`src/rtl/instruction_fetch_unit_if.sv`:
```
// Signal bundle between the fetch unit, the instruction ROM and the decode stage.
// The master side is the fetch unit; the slave side is the ROM/decode/redirect environment.
interface instruction_fetch_unit_if;
    logic        HSEL1;
    logic        rd_en_rom;
    logic [31:0] address_rom;
    logic [31:0] instruction;
    logic        redirect_valid;
    logic [31:0] redirect_pc;
    logic        if_valid;
    logic [31:0] if_instr;
    logic [31:0] if_pc;
    logic        if_ready;

    modport master (
        output HSEL1,
        output rd_en_rom,
        output address_rom,
        output if_valid,
        output if_instr,
        output if_pc,
        input  instruction,
        input  redirect_valid,
        input  redirect_pc,
        input  if_ready
    );

    modport slave (
        input  HSEL1,
        input  rd_en_rom,
        input  address_rom,
        input  if_valid,
        input  if_instr,
        input  if_pc,
        output instruction,
        output redirect_valid,
        output redirect_pc,
        output if_ready
    );
endinterface

```
`src/rtl/instruction_fetch_unit.sv`:
```
// Fetch stage: owns the PC, issues credit-limited ROM reads, buffers responses in a
// prefetch FIFO and hands them to decode over valid/ready; redirects flush the pipe.
module instruction_fetch_unit #(
    parameter logic [31:0] RESET_PC = 32'h0000_0000,
    parameter int unsigned DEPTH    = 4
) (
    input logic                      clk,
    input logic                      reset,
    instruction_fetch_unit_if.master fetch
);

    localparam int unsigned PW = $clog2(DEPTH);
    localparam int unsigned CW = PW + 1;
    localparam logic [CW-1:0] DepthCnt = CW'(DEPTH);

    typedef enum logic [1:0] {StIdle, StRun, StHold} state_e;

    state_e        state_q, state_d;
    logic [31:0]   pc_q, pc_d;
    logic          rd_en_q, rd_en_d;
    logic [31:0]   addr_q, addr_d;
    logic          resp_pending_q, resp_pending_d;
    logic [31:0]   resp_pc_q, resp_pc_d;
    logic          drop_q, drop_d;
    logic [CW-1:0] count_q, count_d;
    logic [PW-1:0] wr_ptr_q, wr_ptr_d;
    logic [PW-1:0] rd_ptr_q, rd_ptr_d;

    logic [31:0] mem_instr [DEPTH];
    logic [31:0] mem_pc    [DEPTH];

    logic          redirect;
    logic          push;
    logic          pop;
    logic          not_empty;
    logic          issue;
    logic          credit_ok;
    logic [CW-1:0] count_after;
    logic [CW-1:0] credit;
    logic [31:0]   issue_pc;

    assign redirect  = fetch.redirect_valid;
    assign not_empty = (count_q != '0);
    assign pop       = not_empty && fetch.if_ready;
    // A response is written unless it belongs to a request killed by a redirect.
    assign push      = resp_pending_q && !drop_q && !redirect;

    always_comb begin
        count_after = '0;
        credit      = '0;
        credit_ok   = 1'b0;
        issue       = 1'b0;
        issue_pc    = pc_q;
        state_d     = state_q;
        pc_d        = pc_q;
        rd_en_d     = 1'b0;
        addr_d      = addr_q;
        wr_ptr_d    = wr_ptr_q;
        rd_ptr_d    = rd_ptr_q;
        count_d     = count_q;

        if (redirect) begin
            count_after = '0;
            issue_pc    = fetch.redirect_pc & ~32'h3;
            wr_ptr_d    = '0;
            rd_ptr_d    = '0;
        end else begin
            count_after = count_q + CW'(push) - CW'(pop);
            wr_ptr_d    = wr_ptr_q + PW'(push);
            rd_ptr_d    = rd_ptr_q + PW'(pop);
        end
        count_d = count_after;

        // The request currently on the bus still owns a slot until its data lands.
        credit    = count_after + CW'(rd_en_q);
        credit_ok = (credit < DepthCnt);

        unique case (state_q)
            StIdle:        issue = 1'b1;
            StRun, StHold: issue = credit_ok;
            default:       issue = 1'b0;
        endcase
        if (redirect) begin
            issue = 1'b1;
        end

        state_d = issue ? StRun : StHold;
        rd_en_d = issue;
        if (issue) begin
            addr_d = issue_pc;
            pc_d   = issue_pc + 32'd4;
        end else begin
            pc_d   = issue_pc;
        end
    end

    assign resp_pending_d = rd_en_q;
    assign resp_pc_d      = addr_q;
    // Only the read issued in the redirect cycle is still to return; mark it for discard.
    assign drop_d         = redirect && rd_en_q;

    always_ff @(posedge clk or posedge reset) begin
        if (reset) begin
            state_q        <= StIdle;
            pc_q           <= RESET_PC;
            rd_en_q        <= 1'b0;
            addr_q         <= '0;
            resp_pending_q <= 1'b0;
            resp_pc_q      <= '0;
            drop_q         <= 1'b0;
            count_q        <= '0;
            wr_ptr_q       <= '0;
            rd_ptr_q       <= '0;
        end else begin
            state_q        <= state_d;
            pc_q           <= pc_d;
            rd_en_q        <= rd_en_d;
            addr_q         <= addr_d;
            resp_pending_q <= resp_pending_d;
            resp_pc_q      <= resp_pc_d;
            drop_q         <= drop_d;
            count_q        <= count_d;
            wr_ptr_q       <= wr_ptr_d;
            rd_ptr_q       <= rd_ptr_d;
        end
    end

    always_ff @(posedge clk) begin
        if (push) begin
            mem_instr[wr_ptr_q] <= fetch.instruction;
            mem_pc[wr_ptr_q]    <= resp_pc_q;
        end
    end

    assign fetch.HSEL1       = rd_en_q;
    assign fetch.rd_en_rom   = rd_en_q;
    assign fetch.address_rom = addr_q;
    assign fetch.if_valid    = not_empty;
    assign fetch.if_instr    = not_empty ? mem_instr[rd_ptr_q] : 32'h0;
    assign fetch.if_pc       = not_empty ? mem_pc[rd_ptr_q] : 32'h0;

    a_no_overflow : assert property (@(posedge clk) disable iff (reset)
        push |-> (count_q != DepthCnt || pop));
    a_count_bound : assert property (@(posedge clk) disable iff (reset)
        count_q <= DepthCnt);
    a_addr_align  : assert property (@(posedge clk) disable iff (reset)
        addr_q[1:0] == 2'b00);

endmodule

```
`src/flat_wrapper.sv`:
```
// flat-port wrapper written by rule: the top's interface ports become plain ports
module instruction_fetch_unit_flat 
#(
    parameter logic [31:0] RESET_PC = 32'h0000_0000,
    parameter int unsigned DEPTH    = 4
)
  (clk, reset, fetch_HSEL1, fetch_rd_en_rom, fetch_address_rom, fetch_if_valid, fetch_if_instr, fetch_if_pc, fetch_instruction, fetch_redirect_valid, fetch_redirect_pc, fetch_if_ready);
  instruction_fetch_unit_if fetch_i ();
  input logic clk;
  input logic reset;
  output wire logic [$bits(fetch_i.HSEL1)-1:0] fetch_HSEL1;
  output wire logic [$bits(fetch_i.rd_en_rom)-1:0] fetch_rd_en_rom;
  output wire logic [$bits(fetch_i.address_rom)-1:0] fetch_address_rom;
  output wire logic [$bits(fetch_i.if_valid)-1:0] fetch_if_valid;
  output wire logic [$bits(fetch_i.if_instr)-1:0] fetch_if_instr;
  output wire logic [$bits(fetch_i.if_pc)-1:0] fetch_if_pc;
  input wire logic [$bits(fetch_i.instruction)-1:0] fetch_instruction;
  input wire logic [$bits(fetch_i.redirect_valid)-1:0] fetch_redirect_valid;
  input wire logic [$bits(fetch_i.redirect_pc)-1:0] fetch_redirect_pc;
  input wire logic [$bits(fetch_i.if_ready)-1:0] fetch_if_ready;
  assign fetch_HSEL1 = fetch_i.HSEL1;
  assign fetch_rd_en_rom = fetch_i.rd_en_rom;
  assign fetch_address_rom = fetch_i.address_rom;
  assign fetch_if_valid = fetch_i.if_valid;
  assign fetch_if_instr = fetch_i.if_instr;
  assign fetch_if_pc = fetch_i.if_pc;
  assign fetch_i.instruction = fetch_instruction;
  assign fetch_i.redirect_valid = fetch_redirect_valid;
  assign fetch_i.redirect_pc = fetch_redirect_pc;
  assign fetch_i.if_ready = fetch_if_ready;
  instruction_fetch_unit #(.RESET_PC(RESET_PC), .DEPTH(DEPTH)) u_core (.clk(clk), .reset(reset), .fetch(fetch_i));
endmodule
```
`config.mk`:
```
export PLATFORM = sky130hd
export DESIGN_NAME = instruction_fetch_unit_flat
export DESIGN_NICKNAME = d
export VERILOG_FILES = /design/src/rtl/instruction_fetch_unit_if.sv /design/src/rtl/instruction_fetch_unit.sv /design/src/flat_wrapper.sv
export SDC_FILE = /design/constraint.sdc
export NUM_CORES = 1
export LEC_CHECK = 0
export ABC_CLOCK_PERIOD_IN_PS = 6400
export BUFFER_PORTS_ARGS = -buffer_cell sky130_fd_sc_hd__buf_2
export CAP_MARGIN = 30
export CORE_MARGIN = 4
export CORE_UTILIZATION = 58
export CTS_CLUSTER_SIZE = 28
export DETAILED_ROUTE_END_ITERATION = 10
export HOLD_SLACK_MARGIN = 0.06
export MAX_ROUTING_LAYER = met4
export PLACE_DENSITY_LB_ADDON = 0.05
export SLEW_MARGIN = 20
export SYNTH_ARGS = -nofsm -noshare
export SYNTH_HDL_FRONTEND = slang
export SYNTH_SLANG_ARGS = --single-unit
```
`constraint.sdc`:
```
create_clock -name clk -period 6.4 [get_ports clk]
set_input_delay 0.96 -clock clk [delete_from_list [all_inputs] [get_ports clk]]
set_output_delay 0.96 -clock clk [all_outputs]
set_load 0.01 [all_outputs]
```
# Word-level counts from Yosys, hierarchy flattened
# Memories as Yosys holds them, arrays and structs flattened.
# Cells that the tools add are included.
totals:
  ff_bits: 108
  latch_bits: 0
  ramBits: 256
  rom_bits: 0
  out_inout_bits: 99
  wordCells: 42
  n_memories: 2
mem_list:
  columns: ["name", "words", "width", "rd", "rd_clocked_by_memory_dff", "write_ports", "line_no", "rtl"]
  rows:
  - ["u_core.mem_instr", 4, 32, 1, 0, 1, "instruction_fetch_unit.sv:29", "logic [31:0] mem_instr [DEPTH];"]
  - ["u_core.mem_pc", 4, 32, 1, 0, 1, "instruction_fetch_unit.sv:30", "logic [31:0] mem_pc [DEPTH];"]
classes:
  addsub: 6
  multipliers: 0
  div_mod_pow: 0
  n_lt_le_gt_ge: 1
  eq_ne: 2
  n_shift: 0
  n_mux: 12
  bitwise: 0
  reduce_logical: 9
op_table:
  columns: ["operator", "n"]
  rows:
  - ["2-to-1 mux 32 bit", 4]
  - ["adder 32 x 3 -> 32 bit (second input constant)", 1]
  - ["adder 3 x 1 -> 3 bit", 2]
  - ["2-to-1 mux 2 bit", 3]
  - ["adder 2 x 1 -> 2 bit", 2]
  - ["logical AND 1 bit", 4]
  - ["< comparator 3 bit (second input constant)", 1]
  - ["2-to-1 mux 1 bit", 3]
  - ["2-to-1 mux 3 bit", 1]
  - ["nonzero test 3 bit", 1]
  - ["subtractor 3 x 1 -> 3 bit", 1]
  - ["equality test 2 x 1 -> 1 bit (second input constant)", 1]
  - ["equality test 2 bit (second input constant)", 1]
  - ["logical NOT 1 bit", 2]
  - ["logical NOT 2 bit", 1]
  - ["one-hot mux 1 bit (2 select lines)", 1]
  - ["OR reduction 2 bit", 1]

# Longest topological paths before layout
# Gate-level depths: netlist of run 1.
logic_depth:
  ltp_word: 11
  mapped_depth: 19

# Least setup slack after synthesis of run 1
# No wires, ideal clock.
synth_path:
  kind: "input port to flip-flop"
  startpoint: "input port fetch_redirect_valid"
  endpoint: "memory u_core.mem_instr[1][0], enable pin"
  setup_ns: 0.578
  arrival_time_ns: 6.631
  path_slack_ns: -0.809
  stages: 8
  path_buffers: 5
  cell_sequence: "buf_6 -> buf_6 -> clkbuf_8 -> clkbuf_8 -> clkbuf_1 -> nor2_1 -> nand2_1 -> nor3b_1"
synth_via:
  elab_chain_len: 4
synth_rtl:
  columns: ["element", "line_no", "rtl"]
  rows:
  - ["start, declared", "flat_wrapper.sv:18", "input wire logic [$bits(fetch_i.redirect_valid)-1:0] fetch_redirect_valid;"]
  - ["logical NOT 1 bit", "instruction_fetch_unit.sv:46", "assign push = resp_pending_q && !drop_q && !redirect;"]
  - ["logical AND 1 bit", "instruction_fetch_unit.sv:46", null]
  - ["2-to-1 mux 1 bit", "instruction_fetch_unit.sv:129", "if (push) begin"]
  - ["2-to-1 mux 1 bit (implied by the code)", "instruction_fetch_unit.sv:130", "mem_instr[wr_ptr_q] <= fetch.instruction;"]
  - ["end, declared", "instruction_fetch_unit.sv:29", null]
# Every way passes these cells.

# Worst setup path in the final report of run 1
layout_path:
  startpoint: "register u_core.count_q[1]"
  endpoint: "register u_core.pc_q[9]"
layout_via:
  elab_chain_len: 9
  elab_cells_between_ends: 10
  classes_between: "3 x add/sub; 1 x order compare; 4 x mux; 2 x reduce/logical"
layout_rtl:
  columns: ["element", "line_no", "rtl"]
  rows:
  - ["start, declared", "instruction_fetch_unit.sv:25", "logic [CW-1:0] count_q, count_d;"]
  - ["start signal, assigned", "instruction_fetch_unit.sv:122", "count_q <= count_d;"]
  - ["parallel branches: the longest is 2 deep, another holds adder 3 x 1 -> 3 bit", null, null]
  - ["subtractor 3 x 1 -> 3 bit (*)", "instruction_fetch_unit.sv:68", "count_after = count_q + CW'(push) - CW'(pop);"]
  - ["2-to-1 mux 3 bit (*)", "instruction_fetch_unit.sv:62", "if (redirect) begin"]
  - ["adder 3 x 1 -> 3 bit (*)", "instruction_fetch_unit.sv:75", "credit = count_after + CW'(rd_en_q);"]
  - ["< comparator 3 bit (*)", "instruction_fetch_unit.sv:76", "credit_ok = (credit < DepthCnt);"]
  - ["one-hot mux 1 bit (2 select lines) (*)", "instruction_fetch_unit.sv:78", "unique case (state_q)"]
  - ["2-to-1 mux 1 bit (*)", "instruction_fetch_unit.sv:83", "if (redirect) begin"]
  - ["2-to-1 mux 32 bit (*)", "instruction_fetch_unit.sv:89", "if (issue) begin"]
  - ["net u_core.pc_d[9]", "instruction_fetch_unit.sv:19", "logic [31:0] pc_q, pc_d;"]
  - ["end signal, assigned", "instruction_fetch_unit.sv:116", "pc_q <= pc_d;"]
  - ["end, declared", "instruction_fetch_unit.sv:19", null]
# Mark *: on every way through the listed nets, which the timed path passes.
# A chain may end at the register's enable or synchronous reset.

==> summary.md, run 1 <==
| Metric | Value |
|---|---|
| Remaining DRCs | `0` |
| Initial Util | `0.590` |
| Synthesis-stage register bit count | `about 360` |
| Final Wtd Congestion | `0.853` |
| CTS sink count | `roughly 360` |
| Crit path DAT | `about 5.1 ns` |
| Routed wire length | `between 20,000 and 30,000 µm` |
| Clock latency on the worst-skew pair | `0.50 ns` |
| Main synth FF type | `edfxtp_1` |
| Largest fanout on the critical path | `66` |
| Startpoint Class | `register` |
| Sequential area share after synthesis | `0.721` |
| I/O Buffers | `between 150 and 200` |
| Final Util | `0.688` |
| Dpl cell area | `about 16,000 µm²` |
| Tot GR Track Use | `0.217` |
| Resize count post-CTS | `0` |
| Setup violations, final | `0` |
| Share of cells above drive strength 1 | `0.314` |
| Commonest non-fill, non-tap cell in the layout | `edfxtp_1` |
| Avg Inst Size Synth | `between 15 and 20 µm²` |
| H-tree depth | `2` |
| Post-synth net total | `roughly 890` |
| Slowest cell on crit path | `or3_2` |
| Max IR drop VDD | `250 µV` |
| Final Hold Vio Count | `0` |
| Worst clock skew | `0.0134 ns` |
| Static leakage | `between 6 and 7 nW` |
| Reg clk slew, reported paths | `~0.06 ns` |
| Number of global-route vias before repair | `roughly 8,100` |
| Post-CTS Hold Buffers | `0` |
| Pin count of the biggest net entering global routing | `84` |
| Worst Setup SP | `u_core.count_q[1]$_DFF_PP0_` |
| HP Class | `register to register` |
| Die H | `~170 µm` |
| Area Growth Syn to Fin | `16.6%` |
| Post-layout min period | `4.77 ns` |
| Peak Freq | `0.210 GHz` |
| Status | `completed` |
| Max Cap Viol | `0` |
| Postcts setup bufs | `0` |
| Max-slew headroom | `0.410` |
| Crit-path cells | `or3_2, buf_4, and2_1, ha_1, inv_1, ha_1, inv_1, fa_1, nand4bb_1, or3b_1, and3_1, clkinv_2, nand2_1, or4_1, xor2_1` |
| Clk buf depth | `3` |
| Most frequent cells in the layout | `edfxtp_1 (256), buf_2 (163), dfrtp_1 (105)` |
| Worst slew pin tran | `0.883 ns` |
| First-pass GRT wire length | `roughly 44,000 µm` |
| Rows | `57` |
| Area of the mapped netlist | `approximately 14,000 µm²` |
| Worst Path Required | `~6.8 ns` |
| Final nets | `approximately 1,100` |
| Async set-reset flop share out of synthesis | `0.295` |
| Total gr overflow | `0` |
| TritonCTS Buffers | `37` |
| Post-synth EDFFs | `256` |
| Crit. End Element | `register` |
| Worst Hold Slack | `approximately 0.40 ns` |
| Final Instance Area | `between 15,000 and 20,000 µm²` |
| Max incr delay on CP | `roughly 0.46 ns` |
| Total number of vias | `between 7,000 and 8,000` |
| Max-slew violation count | `0` |
| Distinct cells, synth | `54` |
| Core area | `~24,000 µm²` |
| IO Pins | `167` |
| DR iter-0 viols | `between 600 and 700` |
| Die Width | `around 170 µm` |
| R2R Path Start | `u_core.count_q[1]$_DFF_PP0_` |
| Fin Setup TNS | `0 ns` |
| Design Power | `7.32 mW` |
| Area of the die | `27,400 µm²` |
| HPWL after detailed placement | `17,500 µm` |
| Clock root cell | `clkbuf_16` |
| Fin crit share | `0.745` |
| RSZ-0062 raised after global routing | `no` |
| Synth warn | `0` |
| Post-route ant nets | `0` |
| Routed length per instance | `slightly above 20 µm` |
| Power Dens Cells | `436 nW/µm²` |
| CTS tree | `yes` |
| CP Class | `register to register` |
| Syn Inst Count | `about 820` |
| HP Start | `u_core.fetch.address_rom[0]$_DFFE_PP0P_` |
| Drt via density | `between 5 and 6` |
| DR pass1 iterations | `5` |
| Initial antenna violation count | `2` |
-- layout make-up --
type	instances	area [µm²]
Fill cell	1664	7620
Inverter	13	52.6
Multi-Input combinational cell	399	3780
Antenna cell	2	5.00
Tap cell	324	405
Clock inverter	16	125
Clock buffer	49	1010
Sequential cell	363	10400
Timing Repair Buffer	180	1020
-- final timing paths --
path	to	depth (start not counted)	slack, ns
setup / recovery	u_core.pc_q[9]$_DFF_PP0_	15	1.63
hold / removal	u_core.resp_pc_q[0]$_DFF_PP0_	0	0.40
setup reg to reg	u_core.pc_q[9]$_DFF_PP0_	15	1.63
hold reg to reg	u_core.resp_pc_q[0]$_DFF_PP0_	0	0.40
max in group asynchronous	u_core.resp_pc_q[23]$_DFF_PP0_	4	4.92
min in group asynchronous	u_core.resp_pc_q[30]$_DFF_PP0_	2	0.47
-- synthesized netlist by cell type, types with 2 or more instances --
master | count | area [µm²]
edfxtp_1 | 256 | 7690
dfrtp_1 | 107 | 2680
and2_1 | 67 | 419
mux4_2 | 64 | 1440
mux2i_1 | 36 | 360
nand2_1 | 36 | 135
nor2_1 | 26 | 97.6
o21ai_0 | 23 | 115
xor2_1 | 23 | 201
clkbuf_1 | 22 | 82.6
a21oi_1 | 20 | 100
nand3_1 | 16 | 80.1
inv_1 | 12 | 45.0
xnor2_1 | 12 | 105
nand4_1 | 11 | 68.8
buf_1 | 9 | 33.8
ha_1 | 7 | 87.6
mux2_2 | 7 | 78.8
nor2b_1 | 7 | 43.8
buf_6 | 5 | 56.3
nand4b_1 | 5 | 43.8
and3_1 | 4 | 25.0
buf_2 | 4 | 20.0
nor3_1 | 4 | 20.0
a32o_1 | 3 | 30.0
and2_2 | 2 | 15.0
clkbuf_8 | 2 | 27.5
or3b_1 | 2 | 17.5
-- flip-flops by register name (all words and copies together), names as in the netlist --
| signal | count |
|---|---|
| u_core.wr_ptr_q | 2 |
| u_core.mem_pc | 128 |
| u_core.fetch.address_rom | 32 |
| u_core.rd_ptr_q | 2 |
| u_core.resp_pending_q | 1 |
| u_core.mem_instr | 128 |
| u_core.drop_q | 1 |
| u_core.state_q | 2 |
| u_core.count_q | 3 |
| u_core.resp_pc_q | 32 |
| u_core.pc_q | 32 |
-- power breakdown --
group	switching, mW	total [mW]	internal [mW]	leakage (nW)
clock	0.814	2.00	1.19	0.558
sequential	0.308	3.32	3.01	3.59
combinational	1.06	2.00	0.941	2.09
-- metrics by stage --
stage / instances / worst slack, ns
floorplan: 818 / 1.11
global placement: 1274 / 1.66
detailed placement: 1277 / 1.57
CTS: 1342 / 1.54
global route: 1346 / 1.29
finish: 1346 / 1.63
-- critical path, delay by kind of cell, from the launching register on --
kind | cells | cell delay (ns)
simple gates | 7 | 2.34
buf+inv | 4 | 0.83
flops | 1 | 0.41
xor+xnor | 1 | 0.16
fa+ha+maj | 3 | 0.88
-- layer usage --
layer / track usage / part of all wire / vias up
met5: - / 0 / -
met4: 0.0607 / 0.021 / 0
met3: 0.0340 / 0.050 / 60
met2: 0.352 / 0.50 / 206
met1: 0.293 / 0.43 / 3897
li1: - / - / 3472
-- logic make-up after synthesis --
| logic type | synth area share |
|---|---|
| AO/OA/AOI/OAI | 0.0230 |
| XOR/XNOR | 0.0229 |
| adder cells (fa/ha/maj) | 0.00748 |
| buffers and inverters | 0.0193 |
| flip-flops | 0.721 |
| multiplexers | 0.131 |
| AND/OR/NAND/NOR | 0.0758 |
(Power assumes the default switching activity.)
==> run 2: changes to the inputs <==
ABC_AREA = 1   (was unset)
ABC_CLOCK_PERIOD_IN_PS = 4150   (was 6400)
CORE_UTILIZATION = 53   (was 58)
clock period = 4.15 ns   (was 6.4 ns; I/O delays follow)
==> summary.md, run 2 <==
| Metric | Value |
|---|---|
| Status | `completed (unchanged)` |
| Post-route ant nets | `0 (unchanged)` |
| Initial antenna violation count | `0 (was 2)` |
| Synth warn | `0 (unchanged)` |
| Syn Inst Count | `1,404 (was 818)` |
| Pre-CTS setup slack | `0.815 ns (was 1.57 ns)` |
| Design Power | `12.2 mW (was 7.32 mW)` |
| RSZ-0062 raised after global routing | `no (unchanged)` |
| Largest area contributor in the netlist | `edfxtp_1 (unchanged)` |
| Post-synth EDFFs | `256 (unchanged)` |
| Final Worst Setup Slack | `0.912 ns (was 1.63 ns)` |
| Clk buf depth | `3 (unchanged)` |
| DR pass1 iterations | `5 (unchanged)` |
| Core area | `27,800 µm² (was 24,400 µm²)` |
| Fin Setup TNS | `0 ns (unchanged)` |
| Sequential area share after synthesis | `0.694 (was 0.721)` |
| Max incr delay on CP | `0.52 ns (was 0.46 ns)` |
| Area of the mapped netlist | `14,900 µm² (was 14,400 µm²)` |
| # fillers | `2,299 (was 1,664)` |
| Antenna cells | `0 (was 2)` |
| Crit path DAT | `3.69 ns (was 5.14 ns)` |
| HP Class | `input port to async pin (was register to register)` |
| Post-synth net total | `1,480 (was 894)` |
| Routed wire length | `33,500 µm (was 27,900 µm)` |
| First-pass GRT wire length | `52,800 µm (was 44,000 µm)` |
| HPWL after detailed placement | `19,700 µm (was 17,500 µm)` |
| CTS sink count | `363 (unchanged)` |
| Worst slew pin tran | `0.891 ns (was 0.883 ns)` |
| Dpl cell area | `16,200 µm² (was 15,600 µm²)` |
| Number of global-route vias before repair | `9,935 (was 8,057)` |
| Setup violations, final | `0 (unchanged)` |
| Clock root cell | `clkbuf_16 (unchanged)` |
| Routed length per instance | `17.1 µm (was 20.7 µm)` |
| Max Cap Viol | `0 (unchanged)` |
| Worst clock skew | `0.0149 ns (was 0.0134 ns)` |
| Static leakage | `7.22 nW (was 6.25 nW)` |
| Synth cell count leaders | `nor2_1 (305), nand2_1 (291), edfxtp_1 (256) (was edfxtp_1 (256), dfrtp_1 (107), and2_1 (67))` |
| Remaining DRCs | `0 (unchanged)` |
| Drt via density | `5.19 (was 5.67)` |
| Worst Path Required | `4.60 ns (was 6.77 ns)` |
| Area occupied by multi-input gates | `4130 µm² (was 3780 µm²)` |
| I/O Buffers | `164 (unchanged)` |
| Largest fanout on the critical path | `62 (was 66)` |
| Max-slew headroom | `0.405 (was 0.410)` |
| Tot GR Track Use | `0.222 (was 0.217)` |
| Pin count of the biggest net entering global routing | `79 (was 84)` |
| Main synth FF type | `edfxtp_1 (unchanged)` |
| Power Dens Cells | `698 nW/µm² (was 436 nW/µm²)` |
| Fin crit share | `0.780 (was 0.745)` |
| Clock latency on the worst-skew pair | `0.51 ns (was 0.50 ns)` |
| R2r setup slk | `0.91 ns (was 1.63 ns)` |
| Total number of vias | `10,200 (was 7,635)` |
| CP Class | `register to register (unchanged)` |
| Resize count post-CTS | `0 (unchanged)` |
| Biggest regs | `u_core.mem_instr x128, u_core.mem_pc x128 (unchanged)` |
| Slowest cell on crit path | `buf_4 (was or3_2)` |
| Commonest non-fill, non-tap cell in the layout | `nor2_1 (was edfxtp_1)` |
| Initial Util | `0.537 (was 0.590)` |
| Postcts setup bufs | `0 (unchanged)` |
| Reg clk slew, reported paths | `0.06 ns (about the same)` |
| CTS tree | `yes (unchanged)` |
| Sequential cell area | `10,400 µm² (about the same)` |
| Final Util | `0.628 (was 0.688)` |
| Max-slew violation count | `0 (unchanged)` |
| Distinct cells, synth | `27 (was 54)` |
| Top-area cell type share of the netlist area | `0.515 (was 0.535)` |
| Max IR drop VDD | `436 µV (was 250 µV)` |
| Peak Freq | `0.309 GHz (was 0.210 GHz)` |
| Final nets | `1,633 (was 1,070)` |
| DR iter-0 viols | `744 (was 617)` |
| Area Growth Syn to Fin | `16.9% (was 16.6%)` |
| Synthesis-stage register bit count | `363 (unchanged)` |
| H-tree depth | `2 (unchanged)` |
| Post-placement cell count | `1,893 (was 1,277)` |
| Async set-reset flop share out of synthesis | `0.295 (unchanged)` |
| Post-layout min period | `3.24 ns (was 4.77 ns)` |
| Share of cells above drive strength 1 | `0.177 (was 0.314)` |
| Area of the die | `30,900 µm² (was 27,400 µm²)` |
| Die H | `176 µm (was 165 µm)` |
| Crit. End Element | `register (unchanged)` |
| Post-CTS Hold Buffers | `0 (unchanged)` |
| Final Instance Area | `17,400 µm² (was 16,800 µm²)` |
| Startpoint Class | `register (unchanged)` |
| Most frequent cell after synthesis | `nor2_1 (was edfxtp_1)` |
| Rows | `61 (was 57)` |
| Final Hold Vio Count | `0 (unchanged)` |
| Total gr overflow | `0 (unchanged)` |
| Worst Hold Slack | `0.268 ns (was 0.402 ns)` |
| Most frequent cells in the layout | `nor2_1 (304), nand2_1 (291), edfxtp_1 (256) (was edfxtp_1 (256), buf_2 (163), dfrtp_1 (105))` |
| Final Wtd Congestion | `0.896 (was 0.853)` |
| Avg Inst Size Synth | `10.6 µm² (was 17.6 µm²)` |
| Die Width | `176 µm (was 165 µm)` |
| Non-Filler Instances | `1,962 (was 1,346)` |
| Most area-consuming cells after synthesis | `edfxtp_1 (51%), dfrtp_1 (18%), nor2_1 (7.7%), nand2_1 (7.3%), o21ai_0 (4.4%) (was edfxtp_1 (53%), dfrtp_1 (19%), mux4_2 (10%), and2_1 (2.9%), mux2i_1 (2.5%))` |
| Crit-path cells | `inv_1, nand2_1, nor2_4, nor2_1, ha_1, inv_1, ha_1, inv_1, fa_1, nor2_1, nand3_1, inv_1, nand2_1, nand3_1, nand2_1, nand2_2, buf_4, nand3_1, nand2_1 (was or3_2, buf_4, and2_1, ha_1, inv_1, ha_1, inv_1, fa_1, nand4bb_1, or3b_1, and3_1, clkinv_2, nand2_1, or4_1, xor2_1)` |
| IO Pins | `167 (unchanged)` |
| TritonCTS Buffers | `38 (was 37)` |
[run 2: changes by cell type in the layout (fill, tap and decap cells not counted), sizes merged, moves of 45 or more]
cell / delta
nand3: +54
nor2: +287
a21oi: +45
mux4: -64
o21ai: +109
and2: -69
nand2: +269
[run 2: cell families after synthesis]
kind of cell,Yosys count,synth area share
compound gates,197,0.0665
fa+ha+maj,8,0.00721
flops,363,0.694
simple gates,707,0.192
xor+xnor,16,0.00938
buf+inv,113,0.0310
[run 2: path summary, 6_finish.rpt]
kind,start,cells past startpoint,end
worst max-delay path,u_core.count_q[1]$_DFF_PP0_,19,u_core.fetch.address_rom[12]$_DFFE_PP0P_
worst max register to register,u_core.count_q[1]$_DFF_PP0_,19,u_core.fetch.address_rom[12]$_DFFE_PP0P_
worst min register to register,u_core.fetch.address_rom[30]$_DFFE_PP0P_,0,u_core.resp_pc_q[30]$_DFF_PP0_
max in group asynchronous,reset,3,u_core.resp_pc_q[25]$_DFF_PP0_
min in group clk,fetch_instruction[1],1,u_core.mem_instr[0][1]$_DFFE_PP_
worst min-delay path,reset,2,u_core.state_q[0]$_DFF_PP0_
[run 2: where the power goes]
group	total (mW)	internal [mW]	switching, mW
logic	3.68	1.17	2.51
clock network	3.34	2.04	1.30
registers	5.16	4.74	0.419
total	12.2	7.95	4.23
[run 2: per-layer routing]
| metal | up-vias | GRT usage | wire length (µm) |
|---|---|---|---|
| met3 | 58 | 0.0286 | 1460 |
| met1 | 4827 | 0.300 | 15200 |
| met2 | 260 | 0.353 | 16000 |
| met4 | 0 | 0.0734 | 909 |
| met5 | - | - | 0 |
| li1 | 5039 | - | - |
[run 2: worst max-delay path: cells and delay by family (launching register included)]
kind | cells | cell delay, ns
simple gates | 11 | 1.17
flops | 1 | 0.40
buf+inv | 5 | 0.75
fa+ha+maj | 3 | 0.84
[run 2: layout make-up]
class                      count  share of cell area
clock buffer                  50              0.0607
clock inverter                17              0.0105
inverter                      38             0.00839
multi-input combinational    928               0.237
sequential                   363               0.594
tap                          378              0.0271
timing repair buffer         188              0.0622
==> run 3: changes to the inputs <==
ABC_CLOCK_PERIOD_IN_PS = 3100   (was 4150)
CORE_UTILIZATION = 58   (was 53)
clock period = 3.1 ns   (was 4.15 ns; I/O delays follow)
==> summary.md, run 3 (synthesis results as in run 2) <==
| Metric | Value |
|---|---|
| CP Class | `register to register (unchanged)` |
| Share of cells above drive strength 1 | `0.181 (was 0.177)` |
| Final Instance Area | `17,400 µm² (about the same)` |
| Peak Freq | `0.350 GHz (was 0.309 GHz)` |
| Final Wtd Congestion | `0.909 (was 0.896)` |
| Clock latency on the worst-skew pair | `0.51 ns (about the same)` |
| Power Dens Cells | `926 nW/µm² (was 698 nW/µm²)` |
| Max-slew violation count | `0 (unchanged)` |
| Sw frac | `0.353 (was 0.347)` |
| Die H | `168 µm (was 176 µm)` |
| Post-route ant nets | `0 (unchanged)` |
| Max-slew headroom | `0.418 (was 0.405)` |
| Flop pwr share | `0.427 (was 0.423)` |
| Number of global-route vias before repair | `9,882 (was 9,935)` |
| Commonest non-fill, non-tap cell in the layout | `nor2_1 (unchanged)` |
| Total gr overflow | `0 (unchanged)` |
| Biggest regs | `u_core.mem_instr x128, u_core.mem_pc x128 (unchanged)` |
| Psw | `5.70 mW (was 4.23 mW)` |
| Initial Util | `0.591 (was 0.537)` |
| Antenna cells | `0 (unchanged)` |
| Reg clk slew, reported paths | `0.06 ns (about the same)` |
| Initial antenna violation count | `0 (unchanged)` |
| Worst Setup SP | `u_core.count_q[2]$_DFF_PP0_ (was u_core.count_q[1]$_DFF_PP0_)` |
| Area Growth Syn to Fin | `16.8% (was 16.9%)` |
| Routed length per instance | `17.1 µm (about the same)` |
| Max IR drop VDD | `485 µV (was 436 µV)` |
| Final nets | `1,640 (was 1,633)` |
| Pin count of the biggest net entering global routing | `130 (was 79)` |
| Clock root cell | `clkbuf_16 (unchanged)` |
| Area of the die | `28,400 µm² (was 30,900 µm²)` |
| Power share of the clock group | `0.249 (was 0.274)` |
| Clk buf depth | `3 (unchanged)` |
| RSZ-0062 raised after global routing | `no (unchanged)` |
| Core area | `25,300 µm² (was 27,800 µm²)` |
| Max incr delay on CP | `0.42 ns (was 0.52 ns)` |
| Routed wire length | `32,700 µm (was 33,500 µm)` |
| Status | `completed (unchanged)` |
| Top delay family on crit path | `simple AND/OR/NAND/NOR gates (unchanged)` |
| Final Hold Vio Count | `0 (unchanged)` |
| Worst slew pin tran | `0.873 ns (was 0.891 ns)` |
| R2R Path Start | `u_core.count_q[2]$_DFF_PP0_ (was u_core.count_q[1]$_DFF_PP0_)` |
| Remaining DRCs | `0 (unchanged)` |
| Max Cap Viol | `0 (unchanged)` |
| Static leakage | `7.23 nW (was 7.22 nW)` |
| Crit. End Element | `register (unchanged)` |
| Slowest cell on crit path | `fa_1 (was buf_4)` |
| Post-layout min period | `2.86 ns (was 3.24 ns)` |
| Largest fanout on the critical path | `26 (was 62)` |
| Worst Path Buf+Inv | `5 (unchanged)` |
| Worst Path Required | `3.49 ns (was 4.60 ns)` |
| DR iter-0 viols | `790 (was 744)` |
| Tot GR Track Use | `0.235 (was 0.222)` |
| Drt via density | `5.34 (was 5.19)` |
| Dpl cell area | `16,300 µm² (was 16,200 µm²)` |
| Most frequent cells in the layout | `nor2_1 (302), nand2_1 (291), edfxtp_1 (256) (was nor2_1 (304), nand2_1 (291), edfxtp_1 (256))` |
| CTS tree | `yes (unchanged)` |
| H-tree depth | `2 (unchanged)` |
| Most used cell, CP | `nand2_1` |
| CTS sink count | `363 (unchanged)` |
| HPWL after detailed placement | `19,200 µm (was 19,700 µm)` |
| Total number of vias | `10,200 (about the same)` |
| I/O Buffers | `164 (unchanged)` |
| First-pass GRT wire length | `51,600 µm (was 52,800 µm)` |
| IO Pins | `167 (unchanged)` |
| Worst Hold Slack | `0.0567 ns (was 0.268 ns)` |
| TritonCTS Buffers | `37 (was 38)` |
| Int Pwr | `10.5 mW (was 7.95 mW)` |
| Rows | `58 (was 61)` |
| Fin crit share | `0.922 (was 0.780)` |
| Crit-path cells | `inv_1, nand2_1, nor2_4, nor2_2, ha_1, inv_1, ha_1, inv_1, fa_1, nor2_2, nand3_1, inv_1, nand2_1, nand3_1, nand2_1, nand2_4, nand2_4, buf_12, nand2_1, nand2_1 (was inv_1, nand2_1, nor2_4, nor2_1, ha_1, inv_1, ha_1, inv_1, fa_1, nor2_1, nand3_1, inv_1, nand2_1, nand3_1, nand2_1, nand2_2, buf_4, nand3_1, nand2_1)` |
| Worst clock skew | `0.00854 ns (was 0.0149 ns)` |
| Startpoint Class | `register (unchanged)` |
| DR pass1 iterations | `5 (unchanged)` |
| Crit path DAT | `3.25 ns (was 3.69 ns)` |
| Die Width | `168 µm (was 176 µm)` |
| Setup violations, final | `0 (unchanged)` |
| HP Class | `input port to async pin (unchanged)` |
| Power share of the combinational group | `0.324 (was 0.302)` |
| Post-CTS Hold Buffers | `0 (unchanged)` |
==> run 3: cell type report <==
class	instances	area, µm²
clock inverter	15	106
inverter	38	148
sequential	363	10400
clock buffer	47	983
fill	1862	7810
multi-input combinational	928	4170
timing repair buffer	196	1250
tap	330	413
==> run 3: repair_timing <==
item / CTS / global route
endpoints found under the setup margin: 0 / 63
resized for setup: 0 / 4
buffers inserted: 0 / 1
==> run 3: final timing paths <==
check	endpoint	slack [ns]	cells after the start
max reg2reg	u_core.fetch.address_rom[19]$_DFFE_PP0P_	0.24	20
min in group clk	u_core.mem_instr[1][3]$_DFFE_PP_	0.17	1
max	u_core.fetch.address_rom[19]$_DFFE_PP0P_	0.24	20
min reg2reg	u_core.resp_pc_q[27]$_DFF_PP0_	0.40	0
min	u_core.fetch.address_rom[4]$_DFFE_PP0P_	0.06	2
max in group asynchronous	u_core.resp_pc_q[27]$_DFF_PP0_	2.24	3
==> run 3: power groups by stage <==
stage	clock, mW	sequential [mW]	combinational [mW]
3_5_place_dp	0	6.98	5.12
6_report	4.02	6.90	5.23
3_3_place_gp	0	6.95	5.05
4_1_cts	4.10	6.89	5.15
2_1_floorplan	0	6.88	3.14
5_1_grt	4.32	6.99	5.85
==> run 3: metal layers <==
layer,share of wire,track usage
met2,0.48,0.375
met5,0,-
met4,0.024,0.0688
met3,0.051,0.0308
met1,0.44,0.325
==> run 3: per-stage QoR <==
stage	util	total power [mW]	TNS (ns)	setup WS, ns	std cells
global placement	0.646	12.0	0	0.257	1853
floorplan	-	10.0	-224.86	-0.878	1404
global route	0.691	17.2	0	0.0358	1917
detailed placement	0.646	12.1	0	0.199	1853
finish	0.691	16.2	0	0.241	1917
CTS	0.689	16.1	0	0.136	1915
